<file path="src/rtl/spdif_pkg.sv">
// rtl/spdif_pkg.sv - shared types, constants and interval classifier for the S/PDIF biphase-mark receiver
// Contents: preamble_t, interval_t, slot counts, classify_interval().
package spdif_pkg;

    localparam int SUBFRAME_SLOTS = 32;
    localparam int DATA_SLOTS     = 28;
    localparam int AUDIO_BITS     = 24;

    typedef enum logic [1:0] {
        PRE_B = 2'd0,
        PRE_M = 2'd1,
        PRE_W = 2'd2
    } preamble_t;

    typedef enum logic [2:0] {
        IV_GLITCH  = 3'd0,
        IV_S       = 3'd1,
        IV_M       = 3'd2,
        IV_L       = 3'd3,
        IV_TIMEOUT = 3'd4
    } interval_t;

    // Thresholds are compared at twice the count so that odd multiples of
    // half a half-cell stay exact integers.
    function automatic interval_t classify_interval(input logic [7:0] count, input int half);
        int c2;
        c2 = 2 * int'(count);
        if (c2 < half)          return IV_GLITCH;
        else if (c2 < 3 * half) return IV_S;
        else if (c2 < 5 * half) return IV_M;
        else if (c2 < 7 * half) return IV_L;
        else                    return IV_TIMEOUT;
    endfunction

endpackage

</file>
<file path="src/rtl/spdif_bmc_decoder_timer.sv">
// rtl/spdif_bmc_decoder_timer.sv - synchronizer, edge detector and interval classifier (module bmc_interval_timer)
// Ports:
//   clk, rst      oversampling clock, asynchronous active-high reset
//   line          raw line input, asynchronous to clk
//   edge_valid    one-cycle strobe: an interval was classified or a timeout hit
//   interval      classification that goes with edge_valid
module bmc_interval_timer
    import spdif_pkg::*;
#(
    parameter int HALF_CYCLES = 16
) (
    input  logic      clk,
    input  logic      rst,
    input  logic      line,
    output logic      edge_valid,
    output interval_t interval
);

    localparam logic [7:0] LIM_TO = 8'(7 * HALF_CYCLES / 2);

    logic       sync1;
    logic       sync2;
    logic       dly;
    logic [7:0] count;
    logic       line_edge;
    logic       fire_timeout;

    assign line_edge = sync2 ^ dly;

    // Timeout fires on the single cycle the counter steps onto 7H/2; the
    // counter then keeps climbing (or saturates), so an idle line reports once.
    assign fire_timeout = !line_edge && (count == LIM_TO - 8'd1);

    always_ff @(posedge clk or posedge rst) begin
        if (rst) begin
            sync1      <= 1'b0;
            sync2      <= 1'b0;
            dly        <= 1'b0;
            count      <= 8'd0;
            edge_valid <= 1'b0;
            interval   <= IV_GLITCH;
        end else begin
            sync1 <= line;
            sync2 <= sync1;
            dly   <= sync2;

            if (line_edge)
                count <= 8'd1;
            else if (count != 8'hFF)
                count <= count + 8'd1;

            // An edge ending an over-long interval produces no event: its
            // timeout has already been reported.
            edge_valid <= (line_edge && (count < LIM_TO)) || fire_timeout;
            interval   <= line_edge ? classify_interval(count, HALF_CYCLES) : IV_TIMEOUT;
        end
    end

endmodule

</file>
<file path="src/rtl/spdif_bmc_decoder.sv">
// rtl/spdif_bmc_decoder.sv - S/PDIF biphase-mark receiver: preamble lock and subframe reassembly
// Ports:
//   clk, rst          oversampling clock, asynchronous active-high reset
//   spdif_in          raw optical line
//   audio_out         24-bit sample, slot 4 in bit 0
//   preamble_out      0=B, 1=M, 2=W
//   vucp_out          {V,U,C,P}
//   frame_valid_out   one-cycle strobe when a subframe completes
//   parity_err_out    odd parity over slots 4..31
//   locked_out        set by a parity-clean subframe, cleared by any error
//   err_out           one-cycle pulse on glitch, timeout or illegal interval
module spdif_bmc_decoder #(
    parameter int HALF_CYCLES = 16
) (
    input  logic        clk,
    input  logic        rst,
    input  logic        spdif_in,
    output logic [23:0] audio_out,
    output logic [1:0]  preamble_out,
    output logic [3:0]  vucp_out,
    output logic        frame_valid_out,
    output logic        parity_err_out,
    output logic        locked_out,
    output logic        err_out
);

    import spdif_pkg::*;

    localparam logic [2:0] ST_HUNT   = 3'd0;
    localparam logic [2:0] ST_PRE1   = 3'd1;
    localparam logic [2:0] ST_PRE2   = 3'd2;
    localparam logic [2:0] ST_PRE3   = 3'd3;
    localparam logic [2:0] ST_DATA_A = 3'd4;
    localparam logic [2:0] ST_DATA_B = 3'd5;

    localparam logic [4:0] LAST_BIT = 5'(DATA_SLOTS - 1);

    logic                  iv_valid;
    interval_t             iv;
    logic [2:0]            state;
    logic [2:0]            state_n;
    interval_t             pre1;
    interval_t             pre2;
    preamble_t             cur_pre;
    preamble_t             pre_dec;
    logic                  pre_ok;
    logic                  do_shift;
    logic                  do_fail;
    logic                  last_bit;
    logic [DATA_SLOTS-1:0] shreg;
    logic [DATA_SLOTS-1:0] next_sr;
    logic [4:0]            bit_cnt;

    bmc_interval_timer #(
        .HALF_CYCLES(HALF_CYCLES)
    ) u_timer (
        .clk        (clk),
        .rst        (rst),
        .line       (spdif_in),
        .edge_valid (iv_valid),
        .interval   (iv)
    );

    // A shift from DATA_B is the second half of a '1'; from DATA_A it is a '0'.
    assign next_sr  = {state == ST_DATA_B, shreg[DATA_SLOTS-1:1]};
    assign last_bit = (bit_cnt == LAST_BIT);

    always_comb begin
        state_n  = state;
        do_shift = 1'b0;
        do_fail  = 1'b0;
        pre_ok   = 1'b0;
        pre_dec  = PRE_B;
        if (iv_valid) begin
            if (iv == IV_GLITCH || iv == IV_TIMEOUT) begin
                do_fail = 1'b1;
            end else begin
                case (state)
                    ST_HUNT: if (iv == IV_L) state_n = ST_PRE1;
                    ST_PRE1: state_n = ST_PRE2;
                    ST_PRE2: state_n = ST_PRE3;
                    ST_PRE3: begin
                        // The leading L was consumed by HUNT; match the other three.
                        if (pre1 == IV_S && pre2 == IV_S && iv == IV_L) begin
                            pre_ok  = 1'b1;
                            pre_dec = PRE_B;
                        end else if (pre1 == IV_L && pre2 == IV_S && iv == IV_S) begin
                            pre_ok  = 1'b1;
                            pre_dec = PRE_M;
                        end else if (pre1 == IV_M && pre2 == IV_S && iv == IV_M) begin
                            pre_ok  = 1'b1;
                            pre_dec = PRE_W;
                        end else begin
                            do_fail = 1'b1;
                        end
                        if (pre_ok) state_n = ST_DATA_A;
                    end
                    ST_DATA_A: begin
                        if (iv == IV_M)      do_shift = 1'b1;
                        else if (iv == IV_S) state_n  = ST_DATA_B;
                        else                 do_fail  = 1'b1;
                    end
                    ST_DATA_B: begin
                        if (iv == IV_S) do_shift = 1'b1;
                        else            do_fail  = 1'b1;
                    end
                    default: state_n = ST_HUNT;
                endcase
            end
            // After slot 31 the next interval must be a fresh preamble's L,
            // which is exactly what HUNT looks for.
            if (do_shift) state_n = last_bit ? ST_HUNT : ST_DATA_A;
            if (do_fail)  state_n = ST_HUNT;
        end
    end

    always_ff @(posedge clk or posedge rst) begin
        if (rst) begin
            state           <= ST_HUNT;
            pre1            <= IV_GLITCH;
            pre2            <= IV_GLITCH;
            cur_pre         <= PRE_B;
            shreg           <= '0;
            bit_cnt         <= 5'd0;
            audio_out       <= 24'd0;
            preamble_out    <= 2'd0;
            vucp_out        <= 4'd0;
            frame_valid_out <= 1'b0;
            parity_err_out  <= 1'b0;
            locked_out      <= 1'b0;
            err_out         <= 1'b0;
        end else begin
            frame_valid_out <= 1'b0;
            err_out         <= 1'b0;
            state           <= state_n;

            if (iv_valid && state == ST_PRE1) pre1 <= iv;
            if (iv_valid && state == ST_PRE2) pre2 <= iv;

            if (pre_ok) begin
                shreg   <= '0;
                bit_cnt <= 5'd0;
                cur_pre <= pre_dec;
            end

            if (do_shift) begin
                shreg   <= next_sr;
                bit_cnt <= bit_cnt + 5'd1;
                if (last_bit) begin
                    audio_out       <= next_sr[AUDIO_BITS-1:0];
                    vucp_out        <= {next_sr[24], next_sr[25], next_sr[26], next_sr[27]};
                    preamble_out    <= cur_pre;
                    parity_err_out  <= ^next_sr;
                    locked_out      <= ~(^next_sr);
                    frame_valid_out <= 1'b1;
                end
            end

            if (do_fail) begin
                err_out    <= 1'b1;
                locked_out <= 1'b0;
            end
        end
    end

endmodule

</file>
<file path="config.mk">
export PLATFORM = sky130hd
export DESIGN_NAME = spdif_bmc_decoder
export DESIGN_NICKNAME = d
export VERILOG_FILES = /design/src/rtl/spdif_pkg.sv /design/src/rtl/spdif_bmc_decoder_timer.sv /design/src/rtl/spdif_bmc_decoder.sv
export SDC_FILE = /design/constraint.sdc
export NUM_CORES = 1
export LEC_CHECK = 0
export BUFFER_PORTS_ARGS = -buffer_cell sky130_fd_sc_hd__buf_2
export CORE_ASPECT_RATIO = 1.2
export CORE_MARGIN = 5
export CORE_UTILIZATION = 39
export DETAILED_ROUTE_END_ITERATION = 12
export SYNTH_ARGS = -nofsm -noshare
export SYNTH_HDL_FRONTEND = slang
export SYNTH_SLANG_ARGS = --single-unit
</file>
<file path="constraint.sdc">
create_clock -name clk -period 3.1 [get_ports clk]
set_input_delay 0.31 -clock clk [delete_from_list [all_inputs] [get_ports clk]]
set_output_delay 0.31 -clock clk [all_outputs]
set_load 0.005 [all_outputs]
</file>
Word level (Yosys, flattened, before mapping)
Index checks and enable logic that the tools add are counted.
{"block": "classes", "n_addsub": 2, "magnitude_cmp": 5, "n_eq_ne": 22, "n_mux": 56, "bitwise_logic": 2, "n_reduce_logical": 23}
{"cell": "$mux 28", "n": 2}
{"cell": "$mux 3", "n": 13}
{"cell": "$mux 1", "n": 28}
{"cell": "$reduce_xor 28->1", "n": 1}
{"cell": "$eq 3x2->1 const B", "n": 6}
{"cell": "$lt 9x7->1 const B", "n": 2}
{"cell": "$pmux 3 s6", "n": 1}
{"cell": "$mux 8", "n": 2}
{"cell": "$ne 4x4->1 const B", "n": 4}
{"cell": "$eq 3x1->1 const B", "n": 4}
{"cell": "$mux 2", "n": 6}
{"cell": "$logic_and 1x1->1", "n": 10}
{"cell": "$mux 5", "n": 2}
{"cell": "$eq 3x3->1 const B", "n": 3}
{"cell": "$lt 9x5->1 const B", "n": 1}
{"cell": "$lt 9x6->1 const B", "n": 1}
{"cell": "$add 8x1->8 const B", "n": 1}
{"cell": "$eq 8x6->1 const B", "n": 1}
{"cell": "$lt 8x6->1 const B", "n": 1}
{"cell": "$ne 8x8->1 const B", "n": 1}
{"cell": "$reduce_bool 2->1", "n": 4}
{"cell": "$reduce_and 7->1", "n": 1}
{"cell": "$logic_not 3->1", "n": 2}
{"cell": "$ne 3x1->1 const B", "n": 2}
{"cell": "other kinds (9)", "n": 11}
{"block": "word_totals", "regBits": 93, "inputBits": 3, "output_inout_bits": 34, "elab_cells": 129}

Longest topological paths before layout
{"block": "logic_depth", "word_depth": 14, "depth_mapped": 8, "ltp_nobuf": 6}

Hierarchy
A second synthesis with hierarchy kept.
{"block": "unflattened", "hier_cells": 322, "area_unflattened_um2": 4098.9}
{"module": "spdif_bmc_decoder", "instances": 1, "cells_each": 258, "area_per_inst_um2": 3412.0, "seq_area_each_um2": 1926.8}
{"module": "bmc_interval_timer", "instances": 1, "cells_each": 64, "area_per_inst_um2": 686.9, "seq_area_each_um2": 375.4}

Worst setup path after synthesis
Ideal clock, no wire load.
{"block": "synth_path", "path_type": "register -> register", "startpoint": "register state[0]", "endpoint": "register audio_out[10]", "setup_ns": 0.128, "t_arrival_ns": 1.994, "required_time_ns": 2.972, "path_slack_ns": 0.979, "path_stages_with_launch": 8, "path_buffers": 3, "period_less_slack_ns": 2.121, "path_cell_list": "dfrtp_1 > buf_2 > or3b_4 > a2111oi_4 > nand2b_1 > buf_2 > buf_4 > mux2_1"}
{"block": "synth_between", "elab_chain_len": 6, "elab_cells_between_ends": 7, "cone_classes": "eq/ne: 2; mux: 4; reduce/logical: 1"}
{"element": "start: declaration", "line_no": "spdif_bmc_decoder.sv:40", "text": "logic [2:0] state;"}
{"element": "start signal: assignment", "line_no": "spdif_bmc_decoder.sv:135", "text": "state <= state_n;"}
{"element": "$eq 3x3->1", "line_no": "spdif_bmc_decoder.sv:78", "text": "case (state)"}
{"element": "$pmux 1 s2 *", "line_no": "spdif_bmc_decoder.sv:78"}
{"element": "$mux 1 *", "line_no": "spdif_bmc_decoder.sv:75", "text": "if (iv == IV_GLITCH || iv == IV_TIMEOUT) begin"}
{"element": "$mux 1 * (2 in a row)", "line_no": "spdif_bmc_decoder.sv:74", "text": "if (iv_valid) begin"}
{"element": "$reduce_and 2->1 (no source line) *"}
{"element": "end signal: assignment", "line_no": "spdif_bmc_decoder.sv:150", "text": "audio_out <= next_sr[AUDIO_BITS-1:0];"}
{"element": "end: declaration", "line_no": "spdif_bmc_decoder.sv:18", "text": "output logic [23:0] audio_out,"}
Every way passes the cells marked *; elsewhere a longest branch is shown, timed or not. The select of a mux whose other input is x is not followed.
A chain may end at the register's enable or synchronous reset.

Final worst setup path
{"block": "layout_path", "startpoint": "register state[2]", "endpoint": "register parity_err_out"}
{"block": "layout_between", "elab_chain_len": 6, "elab_cells_between_ends": 8, "cone_classes": "eq/ne: 2; mux: 4; reduce/logical: 2"}
{"element": "$eq 3x3->1, on equally long branches", "line_no": "spdif_bmc_decoder.sv:65, spdif_bmc_decoder.sv:78"}
{"element": "$pmux 1 s2", "line_no": "spdif_bmc_decoder.sv:78"}
{"element": "$mux 1", "line_no": "spdif_bmc_decoder.sv:75"}
{"element": "$mux 1 (2 in a row)", "line_no": "spdif_bmc_decoder.sv:74"}
{"element": "$reduce_and 2->1 (no source line)"}
{"element": "end signal: assignment", "line_no": "spdif_bmc_decoder.sv:153", "text": "parity_err_out <= ^next_sr;"}
{"element": "end: declaration", "line_no": "spdif_bmc_decoder.sv:22", "text": "output logic parity_err_out,"}
Parallel ways exist; a longest one is shown, timed or not. The select of a mux whose other input is x is not followed.

==> run_results.csv <==
group,metric,value,unit
synth,synth.most_common_cell,"dfrtp_1",
worst_setup_path,r2r-start,"state[2]$_DFFE_PP0P_",
flow_run,maxCapViolCount,0,
outcome,run_status,"complete, no violations",
power,finalPower,2.345,mW
layout,antenna_cells,0,
routing,wire_per_inst,15.44,um
power,switchingPower,0.5142,mW
worst_setup_path,worst-endpoint-arrival,2530,ps
routing,drt_wl_total,7.411,mm
synth,synth_area,0.004030,mm^2
floorplan,num_io_pins,37,
min_path,holdPathEnd,"u_timer.sync1$_DFF_PP0_",
routing,ant_nets,0,
min_path,min_path_type,"in2reg",
timing,finalSetupViolCount,0,
synth,syn_avg_cell_area,12.96,um^2
power,power.density,505.9,mW/mm^2
layout,area_growth,15.00,%
floorplan,dieWidth,102.8,um
synth,synth_common_cells,"92 x dfrtp_1, 29 x a22o_1, 26 x mux2_1, 22 x xnor2_1, 15 x nand2_1",
timing,worst_pin_slew,891.5,ps
synth,synthCells,311,
floorplan,die_h,121.4,um
synth,synth_nets,316,
synth,synth_flop_cell,"dfrtp_1",
floorplan,die_area,0.01247,mm^2
timing,post-route-period-util,74.41,%
min_path,hold_depth,1,
power,p_sw_share,21.93,%
clock_network,htree_levels,3,
place,port_buffers,36,
synth,synth_top_area_share,57.13,%
power,leakagePower,2.300,nW
floorplan,fp.coreArea,0.01006,mm^2
global_routing,overflow,0,
synth,seq_area_frac_synth,57.13,%
timing,fin_skew,10.79,ps
clock_network,cts_buffers,9,
worst_setup_path,rr_endpoint,"parity_err_out$_DFFE_PP0P_",
worst_setup_path,reg2reg_depth,5,
power,combPwrFrac,3.1,%
routing,drc,0,
worst_setup_path,crit_type,"reg2reg",
synth,async_flop_share,100.0,%
timing,slew_viol_final,0,
power,clkPwrFrac,44.4,%
clock_network,clockRootBuffer,"clkbuf_16",
global_routing,grt_pass1_wl,13.15,mm
clock_network,clock_sinks,92,
synth,ys_top_cells_by_area,"dfrtp_1 57%, mux2_1 7.3%, a22o_1 6.3%",
clock_network,post-cts-setup-buffers,0,
timing,max_slew_margin,40.50,%
synth,netlist-cell-type-count,48,
clock_network,worst_skew_pair.late_latency,340,ps
worst_setup_path,cp-start-kind,"flop",
layout,drive_gt1_share,21.75,%
timing,fmax,433.5,MHz
power,power_frac_seq,52.5,%
routing,vias,2541,
global_routing,grt_use_total,13.37,%
place,hpwlAfterDp,5.118,mm
worst_setup_path,rrSetupSlack,790,ps
routing,via_per_inst,5.294,
timing,rsz0062_at_grt,"no",
clock_network,tritoncts,"yes",
layout,fill_cells,918,
layout,multi_input_area,0.001624,mm^2
clock_network,cts_hold_buf,0,
power,ir_drop,0.0002700,V
routing,drtIter0Drc,113,
min_path,worstHoldStart,"spdif_in",
synth,ys_ff_latch,92,
layout,nets,354,
worst_setup_path,endpoint_kind,"flop",
floorplan,fp-row-count,40,
routing,firstDrtPassIters,4,
clock_network,path_clk_slew,70,ps
synth,synth_top_cell_by_area,"dfrtp_1",
synth,ys_warn_count,0,
global_routing,grt_max_degree,54,
timing,hold_violations,0,
worst_setup_path,crit_fanout,15,
clock_network,cts_resized,0,
synth,synth_edf_count,0,
clock_network,clockBufferDepth,2,
worst_setup_path,cp.required,3320,ps
floorplan,start_util,40.06,%
layout,regArea,0.002302,mm^2
timing,layout_min_cycle_time,2307,ps
place,place.gp.congestion,0.8014,
power,p_int,1.830,mW
global_routing,antenna_found_initial,0,
global_routing,grt_pass1_vias,2552,
timing,fin_setup_tns,0,ps
[through the flow]
| stage | setup WS, ps | util, % | instances | cell area (um^2) | hold slack, ps |
|---|---|---|---|---|---|
| 3_5_place_dp | 785.1 | 43.22 | 464 | 4348 | 338.7 |
| 5_1_grt | 649.1 | 46.07 | 480 | 4634 | 60.66 |
| 6_report | 793.2 | 46.07 | 480 | 4634 | 70.70 |
| 2_1_floorplan | 398.0 | - | 311 | 4030 | 331.2 |
| 3_3_place_gp | 827.0 | 43.22 | 464 | 4348 | 335.1 |
| 4_1_cts | 772.5 | 46.07 | 480 | 4634 | 61.46 |
[layout by cell type (no fill, tap or decap), types with 2 or more instances in the layout]
| master | synthesis | final |
|---|---|---|
| nor4_1 | 2 | 2 |
| mux2_1 | 26 | 26 |
| a211o_1 | 2 | 2 |
| nor3_1 | 2 | 2 |
| nand4b_1 | 4 | 4 |
| nand3_1 | 5 | 5 |
| nand2_1 | 15 | 15 |
| buf_4 | 1 | 8 |
| nand3b_1 | 2 | 2 |
| nand2b_1 | 5 | 5 |
| and3_1 | 2 | 2 |
| clkinv_2 | 0 | 2 |
| o22ai_1 | 3 | 3 |
| xor2_1 | 8 | 8 |
| xnor2_1 | 22 | 22 |
| clkbuf_16 | 0 | 9 |
| clkbuf_8 | 0 | 2 |
| inv_1 | 5 | 4 |
| nor2_1 | 13 | 13 |
| o21ai_0 | 5 | 5 |
| nand4_1 | 3 | 3 |
| o31ai_1 | 3 | 3 |
| dfrtp_1 | 92 | 92 |
| mux2_2 | 11 | 11 |
| ha_1 | 2 | 2 |
| a22o_1 | 29 | 29 |
| inv_6 | 0 | 2 |
| a21oi_1 | 7 | 6 |
| xnor3_1 | 3 | 3 |
| mux2i_1 | 4 | 4 |
| buf_2 | 2 | 36 |
[metal layers]
metal | track usage (%) | vias up | wire (um)
met5 | 0 | - | 0
met4 | 6.316 | 0 | 184
met3 | 2.645 | 16 | 319
met2 | 19.99 | 44 | 3525
met1 | 18.51 | 1278 | 3381
li1 | - | 1203 | -
[cells by family (layout without fill, tap and decap cells)]
kind of cell	after synthesis	after routing	synth area share, %
AO/OA/AOI/OAI	58	58	11.52
multiplexers	41	41	11.33
buffers and inverters	23	66	2.670
flip-flops	92	92	57.13
AND/OR/NAND/NOR	62	62	8.538
adder cells (fa/ha/maj)	2	2	0.6208
XOR/XNOR	33	33	8.196
[critical path, cell delays in order (launching register included)]
cell and delay, ps:
dfrtp_1 590, nand3b_1 180, xnor3_1 390, xnor3_1 370
xnor3_1 390, mux2_2 270
[state kept, by name, summed over array words and instances, names as in the netlist, 2 cells and up]
register,count
vucp_out,4
shreg,27
cur_pre,2
bit_cnt,5
preamble_out,2
pre2,3
u_timer.count,8
pre1,3
u_timer.interval,3
state,3
audio_out,24
[area by class of cell]
class | count | share of cell area (%)
clock buffer | 12 | 5.535
clock inverter | 4 | 0.6479
inverter | 6 | 0.5130
multi-input combinational | 196 | 35.04
sequential | 92 | 49.68
tap | 126 | 3.402
timing repair buffer | 44 | 5.184
[worst max-delay path by stage]
stage | start | end | slack [ps] | depth (start not counted)
floorplan | rst | audio_out[0]$_DFFE_PP0P_ | 400 | 1
global placement | state[2]$_DFFE_PP0P_ | parity_err_out$_DFFE_PP0P_ | 830 | 5
detailed placement | state[2]$_DFFE_PP0P_ | parity_err_out$_DFFE_PP0P_ | 790 | 5
CTS | state[2]$_DFFE_PP0P_ | parity_err_out$_DFFE_PP0P_ | 770 | 5
global route | state[2]$_DFFE_PP0P_ | parity_err_out$_DFFE_PP0P_ | 650 | 5
finish | state[2]$_DFFE_PP0P_ | parity_err_out$_DFFE_PP0P_ | 790 | 5
[power by group through the flow]
stage / Combinational [mW] / Sequential [mW] / Clock, mW
2_1_floorplan: 0.0534 / 1.25 / 0
3_3_place_gp: 0.0727 / 1.25 / 0
3_5_place_dp: 0.0749 / 1.25 / 0
4_1_cts: 0.0752 / 1.23 / 1.07
5_1_grt: 0.0853 / 1.23 / 1.12
6_report: 0.0718 / 1.23 / 1.04
(Power assumes the default switching activity.)
